**src/rtl/io_bank_pkg.sv**
```systemverilog
// Shared definitions for the I/O bank: register offsets, STATUS/CTRL bit positions
// and the PS/2 receiver state encoding.
package io_bank_pkg;

  localparam logic [1:0] REG_KEYDATA = 2'd0;
  localparam logic [1:0] REG_STATUS  = 2'd1;
  localparam logic [1:0] REG_MSCOUNT = 2'd2;
  localparam logic [1:0] REG_CTRL    = 2'd3;

  localparam int STAT_AVAIL      = 0;
  localparam int STAT_FULL       = 1;
  localparam int STAT_OVERFLOW   = 2;
  localparam int STAT_PARITY_ERR = 3;

  localparam int CTRL_KBD_EN = 0;
  localparam int CTRL_FLUSH  = 1;

  typedef enum logic [1:0] {
    RX_IDLE   = 2'd0,
    RX_DATA   = 2'd1,
    RX_PARITY = 2'd2,
    RX_STOP   = 2'd3
  } rxState_t;

endpackage

```
**src/rtl/ps2_rx.sv**
```systemverilog
// PS/2 frame receiver: synchronizes the keyboard lines, shifts start/8 data/parity/stop
// on falling ps2_clk edges and abandons a frame that stalls for RX_TIMEOUT cycles.
module ps2_rx
  import io_bank_pkg::*;
#(
  parameter int RX_TIMEOUT = 5000
) (
  input  logic       clk,
  input  logic       rst,
  input  logic       ps2_clk,
  input  logic       ps2_data,
  output logic       byteValid,
  output logic [7:0] byteData,
  output logic       parityOk,
  output rxState_t   rxState
);

  localparam int TW = $clog2(RX_TIMEOUT + 1);

  logic          clkS1, clkS2, clkPrev;
  logic          dataS1, dataS2;
  logic [2:0]    bitCnt;
  logic [7:0]    shiftReg;
  logic          parBit;
  logic [TW-1:0] idleCnt;
  logic          fallEdge;

  assign fallEdge = clkPrev & ~clkS2;

  // byteValid is a one-cycle strobe with no backpressure: the consumer takes the
  // byte (byteData/parityOk) in that cycle or it is lost.
  always_ff @(posedge clk) begin
    if (rst) begin
      clkS1     <= 1'b1;
      clkS2     <= 1'b1;
      clkPrev   <= 1'b1;
      dataS1    <= 1'b1;
      dataS2    <= 1'b1;
      rxState   <= RX_IDLE;
      bitCnt    <= 3'd0;
      shiftReg  <= 8'd0;
      parBit    <= 1'b0;
      idleCnt   <= '0;
      byteValid <= 1'b0;
      byteData  <= 8'd0;
      parityOk  <= 1'b0;
    end else begin
      clkS1     <= ps2_clk;
      clkS2     <= clkS1;
      clkPrev   <= clkS2;
      dataS1    <= ps2_data;
      dataS2    <= dataS1;
      byteValid <= 1'b0;

      if (rxState == RX_IDLE || fallEdge) idleCnt <= '0;
      else                                idleCnt <= idleCnt + TW'(1);

      if (rxState != RX_IDLE && !fallEdge && idleCnt == TW'(RX_TIMEOUT - 1)) begin
        rxState <= RX_IDLE;
      end else if (fallEdge) begin
        case (rxState)
          RX_IDLE: begin
            if (!dataS2) begin
              rxState <= RX_DATA;
              bitCnt  <= 3'd0;
            end
          end
          RX_DATA: begin
            shiftReg <= {dataS2, shiftReg[7:1]};
            bitCnt   <= bitCnt + 3'd1;
            if (bitCnt == 3'd7) rxState <= RX_PARITY;
          end
          RX_PARITY: begin
            parBit  <= dataS2;
            rxState <= RX_STOP;
          end
          RX_STOP: begin
            rxState   <= RX_IDLE;
            byteValid <= dataS2;
            byteData  <= shiftReg;
            // PS/2 uses odd parity across the data byte plus the parity bit
            parityOk  <= ^{shiftReg, parBit};
          end
          default: rxState <= RX_IDLE;
        endcase
      end
    end
  end

endmodule

```
**src/rtl/io_bank_ctrl.sv**
```systemverilog
// Memory-mapped I/O bank: PS/2 keyboard FIFO, status, millisecond counter and control.
// Define IO_BANK_PARITY_CHECK_EN to reject bad-parity frames and report parity_err.
module io_bank_ctrl
  import io_bank_pkg::*;
#(
  parameter int FIFO_DEPTH = 8,
  parameter int MS_DIV     = 50000,
  parameter int RX_TIMEOUT = 5000
) (
  input  logic        clk,
  input  logic        rst,
  input  logic        en,
  input  logic [3:0]  memWrite,
  input  logic [10:0] addr,
  input  logic [31:0] wdata,
  output logic [31:0] rdata,
  input  logic        ps2_clk,
  input  logic        ps2_data
);

  localparam int PW = $clog2(FIFO_DEPTH);
  localparam int DW = ($clog2(MS_DIV) < 1) ? 1 : $clog2(MS_DIV);
  localparam logic [PW:0] CNT_ONE  = (PW + 1)'(1);
  localparam logic [PW:0] CNT_FULL = (PW + 1)'(FIFO_DEPTH);

  logic       rxValid, rxParityOk;
  logic [7:0] rxByte;
  rxState_t   rxStateDbg;

  ps2_rx #(.RX_TIMEOUT(RX_TIMEOUT)) u_rx (
    .clk      (clk),
    .rst      (rst),
    .ps2_clk  (ps2_clk),
    .ps2_data (ps2_data),
    .byteValid(rxValid),
    .byteData (rxByte),
    .parityOk (rxParityOk),
    .rxState  (rxStateDbg)
  );

  logic [7:0]    fifoMem [FIFO_DEPTH];
  logic [PW-1:0] rdPtr, wrPtr;
  logic [PW:0]   count;
  logic          avail, full, kbdEn, overflow, parityErr;
  logic [31:0]   msCount;
  logic [DW-1:0] divCnt;
  logic [1:0]    regSel;
  logic          pop, push, doPush, flush, overflowEvt, wrLow, stsClr;

  assign regSel = addr[1:0];
  assign avail  = (count != '0);
  assign full   = (count == CNT_FULL);
  assign wrLow  = en && memWrite[0];
  assign stsClr = wrLow && regSel == REG_STATUS;
  assign flush  = wrLow && regSel == REG_CTRL && wdata[CTRL_FLUSH];
  assign pop    = en && memWrite == 4'd0 && regSel == REG_KEYDATA && avail;

`ifdef IO_BANK_PARITY_CHECK_EN
  logic parityEvt;
  logic unusedBits;
  assign parityEvt  = rxValid && kbdEn && !rxParityOk;
  assign push       = rxValid && kbdEn && rxParityOk;
  assign unusedBits = ^{addr[10:2], rxStateDbg};

  always_ff @(posedge clk) begin
    if (rst)                          parityErr <= 1'b0;
    else if (parityEvt)               parityErr <= 1'b1;
    else if (stsClr && wdata[STAT_PARITY_ERR]) parityErr <= 1'b0;
  end
`else
  logic unusedBits;
  assign push       = rxValid && kbdEn;
  assign parityErr  = 1'b0;
  assign unusedBits = ^{addr[10:2], rxStateDbg, rxParityOk};
`endif

  // A full FIFO still accepts a byte when the head leaves in the same cycle
  assign doPush      = push && (!full || pop);
  assign overflowEvt = push && full && !pop && !flush;

  always_ff @(posedge clk) begin
    if (doPush) fifoMem[wrPtr] <= rxByte;
  end

  always_ff @(posedge clk) begin
    if (rst || flush) begin
      rdPtr <= '0;
      wrPtr <= '0;
      count <= '0;
    end else begin
      if (doPush) wrPtr <= wrPtr + PW'(1);
      if (pop)    rdPtr <= rdPtr + PW'(1);
      case ({doPush, pop})
        2'b10:   count <= count + CNT_ONE;
        2'b01:   count <= count - CNT_ONE;
        default: count <= count;
      endcase
    end
  end

  always_ff @(posedge clk) begin
    if (rst) begin
      overflow <= 1'b0;
      kbdEn    <= 1'b1;
    end else begin
      if (overflowEvt)                         overflow <= 1'b1;
      else if (stsClr && wdata[STAT_OVERFLOW]) overflow <= 1'b0;
      if (wrLow && regSel == REG_CTRL)         kbdEn <= wdata[CTRL_KBD_EN];
    end
  end

  always_ff @(posedge clk) begin
    if (rst) begin
      msCount <= 32'd0;
      divCnt  <= '0;
    end else if (en && regSel == REG_MSCOUNT && memWrite == 4'hF) begin
      msCount <= wdata;
      divCnt  <= '0;
    end else if (divCnt == DW'(MS_DIV - 1)) begin
      msCount <= msCount + 32'd1;
      divCnt  <= '0;
    end else begin
      divCnt  <= divCnt + DW'(1);
    end
  end

  always_comb begin
    rdata = 32'd0;
    if (en) begin
      case (regSel)
        REG_KEYDATA: rdata = avail ? {24'd0, fifoMem[rdPtr]} : 32'd0;
        REG_STATUS:  rdata = {28'd0, parityErr, overflow, full, avail};
        REG_MSCOUNT: rdata = msCount;
        default:     rdata = {31'd0, kbdEn};
      endcase
    end
  end

endmodule

```
**config.mk**
```make
export PLATFORM = sky130hd
export DESIGN_NAME = io_bank_ctrl
export DESIGN_NICKNAME = d
export VERILOG_FILES = /design/src/rtl/io_bank_pkg.sv /design/src/rtl/ps2_rx.sv /design/src/rtl/io_bank_ctrl.sv
export SDC_FILE = /design/constraint.sdc
export NUM_CORES = 1
export LEC_CHECK = 0
export ABC_CLOCK_PERIOD_IN_PS = 3200
export BUFFER_PORTS_ARGS = -buffer_cell sky130_fd_sc_hd__buf_2
export CORE_MARGIN = 1.5
export CORE_UTILIZATION = 47
export DETAILED_ROUTE_END_ITERATION = 10
export PLACE_DENSITY_LB_ADDON = 0.2
export SLEW_MARGIN = 0
export SYNTH_ARGS = -nofsm -noshare
export SYNTH_HDL_FRONTEND = slang
export SYNTH_SLANG_ARGS = --single-unit
```
**constraint.sdc**
```tcl
create_clock -name clk -period 3.2 [get_ports clk]
set_input_delay 0.8 -clock clk [delete_from_list [all_inputs] [get_ports clk]]
set_output_delay 0.8 -clock clk [all_outputs]
set_load 0.02 [all_outputs]
```
==> metrics.txt, run 1 <==
Synth top area share=0.273; power density cells=497 mW/mm^2; RSZ-0062 raised after global routing=no; core outline area=0.0158 sq mm; number of global-route vias before repair=5,208; ANT nets after route=0; Via Count=5,396; io pins=84; switching share of power=0.219; clk slew on worst S/H paths=0.07 ns; kind of critical path=reg2out; clk_lat worst skew=0.42 ns; Avg Inst Size Synth=10.6 sq um; pin slew with the least headroom to its limit=0.601 ns; initial drt markers=326; R2R setup slack=0.94 ns; Max-Cap Viols=0; Critical Path End Type=output pin; Total Routed Length=15,300 um; synthesized flop and latch total=167; Gate Count Post-Synth=714; CTS tree=built; floorplan row count=46; top area cells in the synthesized netlist=dfxtp_1 (27%), edfxtp_1 (25%), xnor2_1 (5.0%); ys flop type=dfxtp_1; R2R Path End=msCount[28]$_SDFFE_PP0P_; proportion of synthesized area in mux cells=0.0627; Root Driver=clkbuf_16; maximum clock frequency=0.328 GHz; Switch Pwr=0.956 mW; fin. max-slew vios=0; reg2reg start=divCnt[13]$_SDFF_PP0_; post-synthesis simple-gate area fraction=0.225; CP Launch Type=register; postcts setup bufs=0; fin nets=857; Hold Crit Class=reg2reg; crit-path max FO=11; Hold Vio Cnt, Final=0; Die Y=130 um; htree depth=4; commonest non-fill, non-tap cell in the layout=dfxtp_1; register area share after synthesis=0.528; library cells used by synthesis=52; CP delay by family, top=flip-flops; Final Critical Period=3.05 ns; DRC Markers=0; Required @ worst endpoint=2.40 ns; Starting Density=0.478; VDD IR max=0.522 mV; vias per inst=5.28; cell depth of the worst setup path=6; slowest CP cell=dfxtp_1; Final Cycle Share=0.952; CP cell instances=mux4_2, nor2b_1, a211oi_1, a2111oi_0, a21o_1, buf_2; Post-Synth Adder-Cell Area=0.0199; Critical Path AT=2.25 ns; Int Pwr=3.42 mW; status=complete, no violations; Finish-stage setup viols=0; ant diodes=0; Place WS=0.258 ns; largest family of logic cells by synthesized area=simple AND/OR/NAND/NOR gates; antenna violations before repair=0; routability cong.=0.798; fin worst setup slack=0.153 ns; Post-synth EDFFs=64; WL/cell=15.0 um; CTS buffer count=17; Worst Reg-to-Reg Cells=5; Synth Area in Compound Gates=0.0692; Post-Syn Nets=778; Crit path largest cell delay=0.65 ns; DIE AREA=0.0168 sq mm; skew final=0.0106 ns; Max Root-Sink Buffers=2; combinational power share=0.021; Yosys top cell by area=dfxtp_1; Synth Area in XOR/XNOR=0.0709; I/O Buffers=74; Syn Std Cell Area=0.00754 sq mm; gr usage total=0.191; clock network power share=0.475; largest net degree at the start of global routing=32; Leak=3.14 nW; remaining global-route overflow=0; share of layout cells above drive strength 1=0.205; setup TNS=0 ns; area grow syn2layout=16.9%; Die X=130 um; Yosys warnings=0; Slew headroom=0.599; worst path bufs/invs=1; DR pass1 iterations=5; asr flop ratio synth=0; Clock Sinks=167; most frequent cells in the layout=dfxtp_1 (102), nand2_1 (75), buf_2 (74); share of power burned in registers=0.504; CP endpoint=rdata[1]; dpl hpwl=11,200 um; first-pass GRT wire length=25,100 um
==> kinds of logic (layout without fill, tap and decap cells) <==
family                   Yosys count  count (layout)
AND/OR/NAND/NOR                  314             314
AO/OA/AOI/OAI                     87              87
flip-flops                       167             167
adder cells (fa/ha/maj)           12              12
multiplexers                      27              27
XOR/XNOR                          61              61
buffers and inverters             46             138
==> sequential cells by signal, indices dropped and copies added, names as in the netlist, 2 cells and up, named ones only <==
name           count
count              4
divCnt            16
fifoMem           64
msCount           32
rdPtr              3
u_rx.bitCnt        3
u_rx.byteData      8
u_rx.idleCnt      13
u_rx.rxState       2
u_rx.shiftReg      8
wrPtr              3
==> synth_stat cells (all sizes together) (3+ instances only) <==
master / count
dfxtp: 103
nand2: 75
edfxtp: 64
nor2: 60
xnor2: 43
nand3: 39
o21ai: 35
and2: 31
clkbuf: 30
a21oi: 24
nor3: 21
nor4: 21
xor2: 18
mux4: 16
nand4: 15
and3: 12
ha: 12
a211oi: 11
inv: 11
mux2i: 9
and4: 7
nor2b: 6
buf: 5
nand2b: 5
or2: 5
or3: 5
a211o: 3
nand3b: 3
o311a: 3
==> final cells by class <==
type	instances	area, sq um
Fill cell	1363	6960
Tap cell	216	270
Clock buffer	17	425
Multi-Input combinational cell	501	3380
Inverter	11	41.3
Timing Repair Buffer	95	528
Sequential cell	167	3990
Clock inverter	15	184
==> power by group through the flow <==
stage,logic [mW],registers [mW],clock network (mW)
after floorplan,0.0472,2.25,0
after global placement,0.0925,2.25,0
after detailed placement,0.0938,2.25,0
after CTS,0.0941,2.20,2.12
after global routing,0.104,2.20,2.21
final,0.0935,2.20,2.08
==> metrics by stage <==
step | total power [mW] | util | hold WS (ns) | std cells | cell area, sq um
after floorplan | 2.30 | - | 0.389 | 714 | 7540
after global placement | 2.34 | 0.520 | 0.397 | 990 | 8200
after detailed placement | 2.35 | 0.520 | 0.407 | 990 | 8200
after CTS | 4.42 | 0.559 | 0.428 | 1022 | 8810
after global routing | 4.52 | 0.559 | 0.446 | 1022 | 8810
final | 4.38 | 0.559 | 0.423 | 1022 | 8810
==> repair_timing <==
| item | in CTS | in global routing |
|---|---|---|
| setup endpoints to repair | 0 | 4 |
| hold buffers | 0 | 0 |
| gates resized for setup | 0 | 2 |
==> routing by layer <==
layer,track usage,part of all wire,up-vias
met1,0.238,0.46,2548
met4,0.0627,0.0094,0
met2,0.327,0.49,119
li1,-,-,2723
met3,0.0483,0.043,6
met5,0,0,-
==> worst min path at each step <==
stage,end,from,depth (start not counted)
after global placement,u_rx.dataS2$_SDFF_PP1_,u_rx.dataS1$_SDFF_PP1_,1
after CTS,u_rx.clkS2$_SDFF_PP1_,u_rx.clkS1$_SDFF_PP1_,1
after floorplan,u_rx.clkS2$_SDFF_PP1_,u_rx.clkS1$_SDFF_PP1_,1
after detailed placement,u_rx.clkS2$_SDFF_PP1_,u_rx.clkS1$_SDFF_PP1_,1
after global routing,u_rx.clkS2$_SDFF_PP1_,u_rx.clkS1$_SDFF_PP1_,1
final,u_rx.clkS2$_SDFF_PP1_,u_rx.clkS1$_SDFF_PP1_,1
No activity file was read; power rests on OpenSTA's default activity.
==> run 2: changes to the inputs <==
SYNTH_HIERARCHICAL = 1   (was unset)
==> metrics.txt, run 2 <==
status=complete, no violations; fin area=0.00885 sq mm (+0.43%); Clock Sinks=167 (unchanged); gr usage total=0.201 (+0.00933); DIE AREA=0.0169 sq mm (+0.83%); Max Root-Sink Buffers=2 (unchanged); CP Launch Type=register; # hold bufs at CTS=0 (unchanged); io pins=84 (unchanged); commonest non-fill, non-tap cell in the layout=dfxtp_1; area grow syn2layout=16.4%; WL/cell=16.3 um (+8.9%); Critical Path AT=2.20 ns (-0.05 ns); hold_ws=0.414 ns (-0.00944 ns); Post-Place Cells=978 (-1.2%); Required @ worst endpoint=2.40 ns (about the same); core outline area=0.0158 sq mm (+0.37%); Hold Crit Class=reg2reg; fin nets=845 (-1.4%); Die X=130 um (+0.41%); Post-Syn Nets=768 (-1.3%); Leak=3.38 nW (+7.6%); Starting Density=0.480 (+0.00229); Critical Path End Type=output pin; antenna violations before repair=1 (+1); dpl cell area=0.00826 sq mm (+0.69%); I/O Buffers=74 (unchanged); Via Count=5,614 (+4.0%); clk_lat worst skew=0.42 ns (about the same); htree depth=4 (unchanged); share of layout cells above drive strength 1=0.208 (+0.00309); crit-path max FO=9 (-2); Slew headroom=0.620 (+0.0204); floorplan row count=46 (unchanged); post-route insts no fill=1,010 (-1.2%); Max-Cap Viols=0 (unchanged); power density cells=488 mW/mm^2 (-1.8%); kind of critical path=reg2out; Gate Count Post-Synth=704 (-1.4%); dpl hpwl=11,100 um (-0.87%); clk slew on worst S/H paths=0.06 ns (about the same); initial drt markers=424 (+30%); Hold Vio Cnt, Final=0 (unchanged); fin. max-slew vios=0 (unchanged); CTS buffer count=17 (unchanged); Yosys warnings=6 (+6); CTS tree=built; pin slew with the least headroom to its limit=0.556 ns (-0.0450 ns); most frequent cells in the layout=dfxtp_1 (102), nor2_1 (90), buf_2 (74); Syn Std Cell Area=0.00760 sq mm (+0.85%); number of global-route vias before repair=5,297 (+1.7%); cts repair resizes=1 (+1); setup TNS=0 ns (unchanged); Finish-stage setup viols=0 (unchanged); register with the most flip-flops=fifoMem; largest net degree at the start of global routing=66 (+110%); Root Driver=clkbuf_16; Die Y=130 um (+0.41%); Total Routed Length=16,500 um (+7.6%); skew final=0.00836 ns (-0.00224 ns); DRC Markers=0 (unchanged); ANT nets after route=0 (unchanged); maximum clock frequency=0.333 GHz (+1.6%); VDD IR max=0.365 mV (-30%); postcts setup bufs=0 (unchanged); Largest regs=fifoMem: 64 flops, msCount: 32 flops, divCnt: 16 flops; remaining global-route overflow=0 (unchanged); Avg Inst Size Synth=10.8 sq um (+2.3%); RSZ-0062 raised after global routing=no; ant diodes=0 (unchanged); Largest register FFs=64 (unchanged); first-pass GRT wire length=26,300 um (+4.9%); DR pass1 iterations=5 (unchanged); Final Cycle Share=0.937 (-0.0150); vias per inst=5.56 (+5.3%); Final Critical Period=3.00 ns (-0.0481 ns); routability cong.=0.818 (+2.5%)
==> run 2: worst max-delay path, cell delays in order, from the launching register on <==
cell,delay (ns)
dfxtp_2,0.50
buf_4,0.25
mux4_2,0.52
mux2i_1,0.23
a21oi_1,0.11
buf_2,0.17
==> run 2: final timing paths <==
check	from	end	slack, ns	cells past startpoint
max reg2reg	divCnt[12]$_SDFF_PP0_	msCount[22]$_SDFFE_PP0P_	0.74	5
min reg2reg	u_rx/clkS1$_SDFF_PP1_	u_rx/clkS2$_SDFF_PP1_	0.41	1
max	register	rdata[0]	0.20	5
min	u_rx/clkS1$_SDFF_PP1_	u_rx/clkS2$_SDFF_PP1_	0.41	1
==> run 2: per-stage QoR <==
step                      total power, mW   util  setup slack (ns)
after CTS                            4.36  0.559             0.145
after floorplan                      2.30      -             0.147
final                                4.32  0.559             0.201
after global routing                 4.46  0.559            0.0535
after detailed placement             2.35  0.522             0.306
after global placement               2.35  0.522             0.363
==> run 2: power by group <==
group / leakage (nW) / internal (mW) / total [mW] / switching (mW)
Clock: 0.280 / 1.19 / 2.01 / 0.816
Combinational: 1.68 / 0.0403 / 0.0981 / 0.0578
Sequential: 1.42 / 2.20 / 2.21 / 0.00868
Total: 3.38 / 3.43 / 4.32 / 0.882
==> run 2: area by class of cell <==
type / count / area [sq um]
fillers: 1346 / 6980
repair buffers: 96 / 548
well taps: 216 / 270
inverters: 13 / 48.8
clock inverters: 11 / 124
clock buffers: 21 / 462
multi-input cells: 486 / 3410
flip-flops and latches: 167 / 3990
==> run 2: metal layers <==
metal	GRT usage	wire length [um]	share of wire	vias to the layer above
li1	-	-	-	2738
met1	0.261	7570	0.46	2676
met2	0.329	7810	0.47	181
met3	0.0496	915	0.055	19
met4	0.0654	197	0.012	0
met5	0	0	0	-
==> run 3: changes to the inputs <==
ABC_CLOCK_PERIOD_IN_PS = 2600   (was 3200)
CORE_MARGIN = 5   (was 1.5)
clock period = 2.6 ns   (was 3.2 ns; I/O delays follow)
==> metrics.txt, run 3 (synthesis gave the netlist of run 2 again) <==
most frequent cells in the layout=dfxtp_1 (101), nor2_1 (90), buf_2 (70); kind of critical path=reg2out; Hold Crit Class=in2reg; remaining global-route overflow=0 (unchanged); CP Launch Type=register; Final Core Density=0.567 (+0.00782); DRC Markers=0 (unchanged); clk_lat worst skew=0.43 ns (about the same); first-pass GRT wire length=27,000 um (+2.6%); I/O Buffers=74 (unchanged); crit-path max FO=7 (-2); Largest regs=fifoMem: 64 flops, msCount: 32 flops, divCnt: 16 flops; floorplan row count=46 (unchanged); Starting Density=0.479 (-0.00174); core outline area=0.0159 sq mm (+0.36%); DR pass1 iterations=5 (unchanged); register with the most flip-flops=fifoMem; power density cells=579 mW/mm^2 (+19%); Total Routed Length=16,800 um (+2.1%); Finish-stage setup viols=5 (+5); hold_ws=0.407 ns (-0.00640 ns); status=finished, violations left; Critical Path AT=2.02 ns (-0.18 ns); skew final=0.00910 ns (+0.000738 ns); dpl hpwl=11,500 um (+3.6%); Max Root-Sink Buffers=2 (unchanged); Final Cycle Share=1.03; Place WS=-0.0668 ns (-0.373 ns); Leak=3.45 nW (+2.1%); Max-Cap Viols=0 (unchanged); number of global-route vias before repair=5,437 (+2.6%); failing checks=negative setup slack; HP Start=ps2_data; clk slew on worst S/H paths=0.07 ns (about the same); maximum clock frequency=0.374 GHz; Post-Place Cells=983 (+0.51%); ANT nets after route=0 (unchanged); Clock Sinks=167 (unchanged); Final Critical Period=2.67 ns; Largest register FFs=64 (unchanged); commonest non-fill, non-tap cell in the layout=dfxtp_1; RSZ-0062 raised after global routing=yes; Critical Path End Type=output pin; reg2reg start=divCnt[12]$_SDFF_PP0_; io pins=84 (unchanged); share of layout cells above drive strength 1=0.232 (+0.0241); Die X=137 um (+5.4%); ant diodes=0 (unchanged); Die Y=137 um (+5.4%); pin slew with the least headroom to its limit=0.564 ns (+0.00756 ns); fin. max-slew vios=0 (unchanged); # hold bufs at CTS=0 (unchanged); largest net degree at the start of global routing=66 (unchanged); htree depth=4 (unchanged); vias per inst=5.55 (-0.24%); gr usage total=0.183 (-0.0176); CTS buffer count=17 (unchanged); fin nets=853 (+0.95%); area grow syn2layout=18.4%; VDD IR max=0.512 mV (+40%); WL/cell=16.5 um (+1.3%); Slew headroom=0.622 (+0.00203); fin worst setup slack=-0.0748 ns (-0.276 ns); post-route insts no fill=1,018 (+0.79%); Root Driver=clkbuf_16; antenna violations before repair=0 (-1); Via Count=5,645 (+0.55%); Hold Vio Cnt, Final=0 (unchanged); DIE AREA=0.0188 sq mm (+11%); CTS tree=built; routability cong.=0.819 (about the same); initial drt markers=404 (-4.7%); Required @ worst endpoint=1.95 ns (-0.45 ns)
## run 3: cell types whose count changed in the layout (fill, tap and decap cells not counted), moves of 4 or more
| cell | previous run | this run |
|---|---|---|
| o21ai_1 | 1 | 5 |
| buf_2 | 74 | 70 |
| o21ai_0 | 15 | 9 |
| inv_6 | 0 | 4 |
| buf_4 | 21 | 26 |
## run 3: final timing paths
path                                   end  slack (ns)  cells past startpoint
setup / recovery                  rdata[1]       -0.07                      6
hold / removal      u_rx/dataS1$_SDFF_PP1_        0.41                      2
setup reg to reg  msCount[27]$_SDFFE_PP0P_        0.15                      5
hold reg to reg     u_rx/dataS2$_SDFF_PP1_        0.41                      1
## run 3: through the flow
step	instance area, sq um	power (mW)	setup TNS (ns)
global placement	8330	2.89	0
CTS	8970	5.26	-0.474
global route	9000	5.40	-0.880
floorplan	7610	2.83	-2.99
finish	9000	5.21	-0.228
detailed placement	8330	2.90	-0.697
## run 3: repair_timing
item,in CTS,in global routing
buffers inserted,3,0
endpoints found under the setup margin,8,8
resized for setup,22,9
gates cloned,0,0
pin swaps,3,1
## run 3: area by class of cell
type                       instances  area (sq um)
clock inverter                    14           126
sequential                       167          3990
inverter                          13          48.8
multi-input combinational        486          3470
clock buffer                      18           429
timing repair buffer             104           674
tap                              216           270
fill                            1347          6880
## run 3: critical path, stage by stage, from the launching register on
cell	delay (ns)
dfxtp_2	0.34
buf_12	0.13
mux4_2	0.51
nor2b_4	0.14
a211oi_2	0.19
o21ai_1	0.11
buf_4	0.16
## run 3: routing by layer
layer | global-route usage | part of all wire | wire length [um] | vias up
li1 | - | - | - | 2756
met1 | 0.243 | 0.46 | 7670 | 2719
met2 | 0.302 | 0.48 | 8100 | 152
met3 | 0.0391 | 0.053 | 891 | 18
met4 | 0.0571 | 0.010 | 175 | 0
met5 | 0 | 0 | 0 | -
## run 3: where the power goes
part	switching (mW)	internal [mW]
clock network	1.04	1.32
registers	0.0104	2.71
logic	0.0750	0.0527
total	1.13	4.08
